## config.mk

```make
export PLATFORM = sky130hd
export DESIGN_NAME = agdc_input_cond
export DESIGN_NICKNAME = d
export VERILOG_FILES = /design/src/rtl/agdc_input_cond.sv
export SDC_FILE = /design/constraint.sdc
export NUM_CORES = 1
export LEC_CHECK = 0
export CORE_MARGIN = 10
export CORE_UTILIZATION = 50
export CTS_BUF_LIST = sky130_fd_sc_hd__clkbuf_8
export CTS_CLUSTER_SIZE = 14
export DETAILED_ROUTE_END_ITERATION = 7
export PLACE_DENSITY_LB_ADDON = 0.15
export SLEW_MARGIN = 25
export SYNTH_ARGS = -nofsm -noshare
export SYNTH_HDL_FRONTEND = slang
export SYNTH_SLANG_ARGS = --single-unit
```

## constraint.sdc

```tcl
create_clock -name clk_sys -period 4.2 [get_ports clk_sys]
set_clock_uncertainty 0.05 [all_clocks]
set_input_delay 1.26 -clock clk_sys [delete_from_list [all_inputs] [get_ports clk_sys]]
set_output_delay 1.26 -clock clk_sys [all_outputs]
set_load 0.005 [all_outputs]
```

## src/rtl/agdc_input_cond.sv

```systemverilog
// Input conditioner for the garage door controller: synchronises and debounces the
// push-button and limit switches, and produces a one-shot Activate plus a sticky fault.
module agdc_input_cond #(
  parameter int DEB_CYCLES = 8,
  parameter int CNT_W      = 4
) (
  input  logic clk_sys,
  input  logic rst_b,
  input  logic activate_raw,
  input  logic up_max_raw,
  input  logic dn_max_raw,
  output logic activate,
  output logic up_max,
  output logic dn_max,
  output logic sensor_fault
);

  // Channel index: 0 = activate, 1 = up limit, 2 = down limit (door closed at reset).
  localparam logic [2:0]       RST_VAL  = 3'b100;
  localparam logic [CNT_W-1:0] CNT_LAST = CNT_W'(DEB_CYCLES - 1);

  logic [2:0]       raw;
  logic [2:0]       sync1_q;
  logic [2:0]       sync2_q;
  logic [2:0]       stable_q;
  logic [2:0]       stable_d;
  logic [CNT_W-1:0] cnt_q [3];
  logic [CNT_W-1:0] cnt_d [3];
  logic             act_rise;
  logic             limits_now;
  logic             limits_next;

  assign raw = {dn_max_raw, up_max_raw, activate_raw};

  always_ff @(posedge clk_sys or negedge rst_b) begin
    if (!rst_b) begin
      sync1_q <= RST_VAL;
      sync2_q <= RST_VAL;
    end else begin
      sync1_q <= raw;
      sync2_q <= sync1_q;
    end
  end

  // Terminal-count compare doubles as the clear path, so the counter never wraps.
  always_comb begin
    stable_d = stable_q;
    for (int i = 0; i < 3; i++) begin
      cnt_d[i] = '0;
      if (sync2_q[i] != stable_q[i]) begin
        if (cnt_q[i] == CNT_LAST) begin
          stable_d[i] = sync2_q[i];
        end else begin
          cnt_d[i] = cnt_q[i] + 1'b1;
        end
      end
    end
  end

  always_ff @(posedge clk_sys or negedge rst_b) begin
    if (!rst_b) begin
      stable_q <= RST_VAL;
      for (int i = 0; i < 3; i++) begin
        cnt_q[i] <= '0;
      end
    end else begin
      stable_q <= stable_d;
      for (int i = 0; i < 3; i++) begin
        cnt_q[i] <= cnt_d[i];
      end
    end
  end

  assign act_rise    = ~stable_q[0] & stable_d[0];
  assign limits_now  = stable_q[1] & stable_q[2];
  // Also looks at the next limit levels so a press accepted on the same edge as a fault is dropped.
  assign limits_next = stable_d[1] & stable_d[2];

  always_ff @(posedge clk_sys or negedge rst_b) begin
    if (!rst_b) begin
      activate     <= 1'b0;
      sensor_fault <= 1'b0;
    end else begin
      activate     <= act_rise & ~sensor_fault & ~limits_now & ~limits_next;
      sensor_fault <= sensor_fault | limits_now;
    end
  end

  assign up_max = stable_q[1];
  assign dn_max = stable_q[2];

endmodule

```

# Yosys cells after proc, flatten, opt, wreduce, memory -nomap -nowiden

Cells that the tools add are included.

Word-level logic and storage cells: 40
Register bits after elaboration: 23
Input port bits: 5
Output and inout bits: 4

Equal/unequal tests: 6
$add $sub $neg: 3
Muxes and demuxes: 12
Bitwise logic cells: 11

Operators by type and width:

| cell                                                             | number |
|---|---|
| 4-bit two-way mux                                                | 6 |
| 4-bit by 1-bit adder with 4-bit output (second input constant)   | 3 |
| 4-bit by 3-bit == test with 1-bit output (second input constant) | 3 |
| 1-bit bitwise AND                                                | 6 |
| 1-bit two-way mux                                                | 6 |
| 1-bit inverter                                                   | 4 |
| 1-bit inequality test                                            | 3 |
| 1-bit bitwise OR                                                 | 1 |

# Logic depth before layout (Yosys ltp)

Gate-level depths: netlist (run 1).

Depth in word-level cells: 7
Gate-level depth with buffers: 4
Gate-level depth less buffers: 4

# Worst setup path before layout (run 1)

OpenSTA, ideal clock, no wires.

Path type: register to output
Start: register stable_q[2]
End: output dn_max
Arrival: 0.534 ns
Slack: 2.356 ns
Buffers on the path: 0
Stages on the path, launching flop included: 1
Required time: 2.890 ns
Cell sequence: dfstp_2

RTL lines:

| item                     | line | source |
|---|---|---|
| start: declaration       | 25   | `logic [2:0] stable_q;` |
| start signal: assignment | 67   | `stable_q <= stable_d;` |
| end: declaration         | 14   | `output logic dn_max,` |

No word-level cell between the ends.

# Worst setup path after layout (run 1)

Start: register stable_q[2]
End: output dn_max

No word-level cell between the ends.

==> results of run 1 <==
[metrics by stage]
step / worst slack [ns] / instance area, sq um / power [uW]
finish: 1.56 / 1010 / 585
global placement: 1.66 / 971 / 459
CTS: 1.54 / 1020 / 595
global route: 1.49 / 1010 / 631
floorplan: 2.36 / 870 / 405
detailed placement: 1.66 / 971 / 461
[layout by cell type, fill, tap and decap left out]
cell type / count
buf_2: 1
nand3_1: 3
nor2b_1: 2
a21o_1: 1
nor3b_1: 2
clkdlybuf4s50_1: 7
xor2_1: 3
clkbuf_8: 3
inv_1: 1
mux2_2: 3
nand3b_1: 3
dfstp_2: 3
nand2_1: 1
and2_1: 2
a21oi_2: 1
or4b_1: 1
xnor2_1: 4
dfrtp_1: 20
mux2i_1: 2
ha_1: 3
nor2_1: 8
[final cells by class]
type,instances,area share (%)
timing repair buffer,8,7.43
clock buffer,3,4.08
tap,17,2.10
clock inverter,1,0.371
multi-input combinational,39,28.7
sequential,23,57.3
[cell families (layout without fill, tap and decap cells)]
logic type	after synthesis	count (layout)	share of synthesized area, %
DFF	23	23	66.6
muxes	5	5	6.19
adders and majority gates	3	3	4.32
buffers and inverters	0	12	0
AOI/OAI and AO/OA	2	2	1.87
xor gates and xnor gates	7	7	7.05
and+or+nand+nor	22	22	14.0
[Yosys cell counts, drive strengths merged]
| master | count |
|---|---|
| a21o | 1 |
| nor2 | 8 |
| and2 | 2 |
| dfrtp | 20 |
| nand3 | 3 |
| mux2 | 3 |
| xnor2 | 4 |
| nand3b | 3 |
| ha | 3 |
| nor2b | 2 |
| xor2 | 3 |
| or4b | 1 |
| mux2i | 2 |
| nand2 | 1 |
| nor3b | 2 |
| dfstp | 3 |
| a21oi | 1 |
[per-layer routing]
layer | global-route usage, % | wire length, um | vias to the layer above
li1 | - | - | 230
met1 | 9.05 | 619 | 217
met2 | 9.96 | 486 | 10
met3 | 4.67 | 65 | 3
met4 | 4.78 | 28 | 0
met5 | 0 | 0 | -
[sequential cells by signal, summed over array words and instances (netlist names)]
| name | flops |
|---|---|
| sync1_q | 3 |
| sensor_fault | 1 |
| sync2_q | 3 |
| cnt_q | 12 |
| stable_q | 3 |
| activate | 1 |
[worst max path at each step]
stage               slack [ns]  cells past startpoint  endpoint
floorplan                 2.36                      0    dn_max
global placement          1.66                      1  cnt_q[9]
detailed placement        1.66                      1  cnt_q[9]
CTS                       1.54                      1    dn_max
global route              1.49                      1    dn_max
finish                    1.56                      1    dn_max
[power by group]
| part | switching (uW) | internal (uW) | total (uW) |
|---|---|---|---|
| clock | 66.4 | 65.2 | 132 |
| sequential | 40.7 | 278 | 318 |
| combinational | 58.4 | 76.5 | 135 |
| total | 165 | 419 | 585 |
==> results.toml, run 1 <==
[power]
max-vdd-ir-drop_v = 0.000272
power_density_nw_per_um2 = 578
leakagePower_uw = 0.000484

[routing]
routed_wl_mm = 1.20
first_pass_iters = 3
detail-route-antenna-nets = 0
routedWlPerCell_um = 13.2
via_per_inst = 5.05
drt_iter0_markers = 5
num_vias = 460
drc_errors = 0

[timing]
fmax_ghz = 0.379
period_needed_ns = 2.64
rsz0062_at_grt = "false"
worst_slew_pin_slew_ns = 0.481
setup_viol = 0
fin_hold_ws_ns = 0.299
setup_tns_ns = 0
hold_viol_final = 0
min_period_over_period_pct = 62.8
drv_slew = 0
max_slew_margin_pct = 67.9

[floorplanning]
initial_core_util_pct = 51.5
die_w_um = 61.7
coreArea_sq_um = 1690
dieArea_sq_um = 3810
die_h_um = 61.7
num_rows = 15
io_pins = 9

[worst_setup_path]
cp_cell_sequence = "clkdlybuf4s50_1"
arrival_ns = 1.33
cp_top_family = "flip-flops"
critPathRequiredTime_ns = 2.89
cp_num_buf_inv = 1
ff2ff_path_depth = 4
path_class = "register to primary output"
critPathLaunchType = "register"
r2r_setup_slack_ns = 2.74
cp_slowest_cell = "dfstp_2"
endpoint_kind = "primary output"
crit_start = "stable_q[2]"
cp_max_fo = 4
critical_path.max_stage_delay_ns = 0.56
rr_startpoint = "cnt_q[8]"
timing.rr.end = "activate"

[yosys]
synth.area.top_cells = "dfrtp_1, dfstp_2, ha_1"
netlist.area_leader.share_pct = 57.6
yosysSeqAreaShare_pct = 66.6
yosysTopAreaCell = "dfrtp_1"
ys_seq_elements = 23
synth_fp_nets = 70
avgSynthCellArea_sq_um = 14.0
synthCells = 62
ys_warn_count = 0
synthDistinctLibCells = 17
synth_area_sq_um = 870

[layout]
regArea_sq_um = 579
drive_gt1_share_pct = 14.9
final_util_pct = 59.9
diodes = 0
multi_input_area_sq_um = 290
area_growth_pct = 16.3
nets = 83
fillerInstances = 145
fin_cells = 91

[clock_tree]
holdBufCountCts = 0
clkLatencyLatePin_ns = 0.26
tritoncts = "built"
root_buffer = "clkbuf_8"
cts_buffers = 3
cts_sinks = 23
cts.repair.resized = 0
clk_pin_slew_ns = 0.08
htree_levels = 1
clockBufferDepth = 2
post_cts_buffers = 0

[global_routing]
antenna_found_initial = 0
grt_overflow_total = 0
grt_max_degree = 24
grt_pass1_vias = 469
grt.total_usage_pct = 7.59
grt_first_pass_wirelength_mm = 2.04

[placed_design]
dpl.hpwl_um = 863
dpl.cell_count = 87
gp_congestion = 0.717
port_buffers = 8

[min_path]
hold_start = "sync1_q[0]"
hold_end = "sync2_q[0]"
min_path_cells = 0
hold_path_class = "register to register"

[run]
drv_cap = 0

[status]
status = "finished clean"
No activity file was read; power rests on OpenSTA's default activity.
==> inputs of run 2 (changes only) <==
==> constraint.sdc (replaced) <==
create_clock -name clk_sys -period 2.5 [get_ports clk_sys]
set_clock_uncertainty 0.05 [all_clocks]
set_input_delay 0.75 -clock clk_sys [delete_from_list [all_inputs] [get_ports clk_sys]]
set_output_delay 0.75 -clock clk_sys [all_outputs]
set_load 0.005 [all_outputs]
==> run 2 against run 1 <==
Largest cell class unchanged. Final area rose by 1.2%. Total power up 67%. Setup slack got worse by 1.2 ns. Sequential power is 68% higher. Sequential share of layout area shrank 0.70 points. Global-route usage rose by 0.64 points. Cell count is 1.1% higher. Critical endpoint unchanged.
==> results.toml, run 2 (same netlist as run 1, synthesis figures left out) <==
[clock_tree]
cts_buffers = 3
clk_pin_slew_ns = 0.07
clkLatencyLatePin_ns = 0.25
post_cts_buffers = 0
htree_levels = 1
cts_sinks = 23
tritoncts = "built"
clockBufferDepth = 2
root_buffer = "clkbuf_8"
holdBufCountCts = 0
cts.repair.resized = 0

[floorplanning]
io_pins = 9
initial_core_util_pct = 51.5
coreArea_sq_um = 1690
die_w_um = 61.7
dieArea_sq_um = 3810
die_h_um = 61.7
num_rows = 15

[routing]
routed_wl_mm = 1.25
detail-route-antenna-nets = 0
num_vias = 478
drt_iter0_markers = 1
via_per_inst = 5.20
drc_errors = 0
first_pass_iters = 2
routedWlPerCell_um = 13.6

[timing]
setup_viol = 0
rsz0062_at_grt = "false"
setup_tns_ns = 0
hold_viol_final = 0
worst_slew_pin_slew_ns = 0.372
max_slew_margin_pct = 75.0
min_period_over_period_pct = 84.8
drv_slew = 0
fmax_ghz = 0.472
period_needed_ns = 2.12

[placed_design]
dpl.cell_count = 88
place_area_sq_um = 978
gp_congestion = 0.667
port_buffers = 8

[min_path]
hold_path_class = "register to register"
min_path_cells = 0

[power]
power_density_nw_per_um2 = 957
leakagePower_uw = 0.000489
max-vdd-ir-drop_v = 0.000504
power.total_uw = 979

[global_routing]
grt.total_usage_pct = 8.23
antenna_found_initial = 0
grt_overflow_total = 0
grt_max_degree = 24
grt_pass1_vias = 556
grt_first_pass_wirelength_mm = 2.31

[layout]
largest_reg_flops = 12
final_cell_mix = "dfrtp_1, nor2_1, clkdlybuf4s50_1, xnor2_1"
fillerInstances = 152
diodes = 0
stdcell_area_sq_um = 1020
final_common_cell = "dfrtp_1"
area_growth_pct = 17.7
drive_gt1_share_pct = 14.7
top_register = "cnt_q"
fin_cells = 92
nets = 84

[worst_setup_path]
cp_num_buf_inv = 1
cp_max_fo = 4
path_class = "register to primary output"
arrival_ns = 1.32
cp_cell_sequence = "clkdlybuf4s50_1"
endpoint_kind = "primary output"
cp_top_family = "flip-flops"
ff2ff_path_depth = 4
cp_slowest_cell = "dfstp_2"
r2r_setup_slack_ns = 1.02
cp_num_cells = 1
critical_path.max_stage_delay_ns = 0.56
critPathRequiredTime_ns = 1.70
critPathLaunchType = "register"

[status]
status = "finished clean"

[run]
drv_cap = 0
[run 2: per-stage QoR]
step	util, %	worst slack, ns	hold slack [ns]
after global routing	60.6	0.332	0.310
after CTS	60.6	0.366	0.305
after detailed placement	57.9	0.655	0.292
after global placement	57.9	0.659	0.284
after floorplan	-	1.13	0.281
final	60.6	0.381	0.305
[run 2: layer usage]
| layer | vias up | global-route usage [%] | share of wire [%] |
|---|---|---|---|
| li1 | 233 | - | - |
| met2 | 7 | 13.9 | 50 |
| met1 | 236 | 8.59 | 43 |
| met5 | - | 0 | 0 |
| met4 | 0 | 4.78 | 0.96 |
| met3 | 2 | 3.05 | 5.6 |
[run 2: cell type report]
type / count / area (sq um) / area share, %
Sequential cell: 23 / 579 / 56.6
Clock buffer: 3 / 41.3 / 4.03
Clock inverter: 1 / 3.75 / 0.367
Timing Repair Buffer: 9 / 87.6 / 8.56
Multi-Input combinational cell: 39 / 290 / 28.4
Tap cell: 17 / 21.3 / 2.08
[run 2: power by group]
| group | internal, uW | switching, uW | leakage [uW] |
|---|---|---|---|
| Combinational | 131 | 101 | 0.000169 |
| Sequential | 467 | 68.2 | 0.000293 |
| Clock | 109 | 103 | 0.0000269 |
[run 2: worst paths after layout]
path | startpoint | end
min reg2reg | sync1_q[1] | sync2_q[1]
min in group asynchronous | rst_b | cnt_q[0]
max in group asynchronous | rst_b | sync1_q[2]
min | sync1_q[1] | sync2_q[1]
max reg2reg | cnt_q[8] | activate
max | stable_q[2] | dn_max
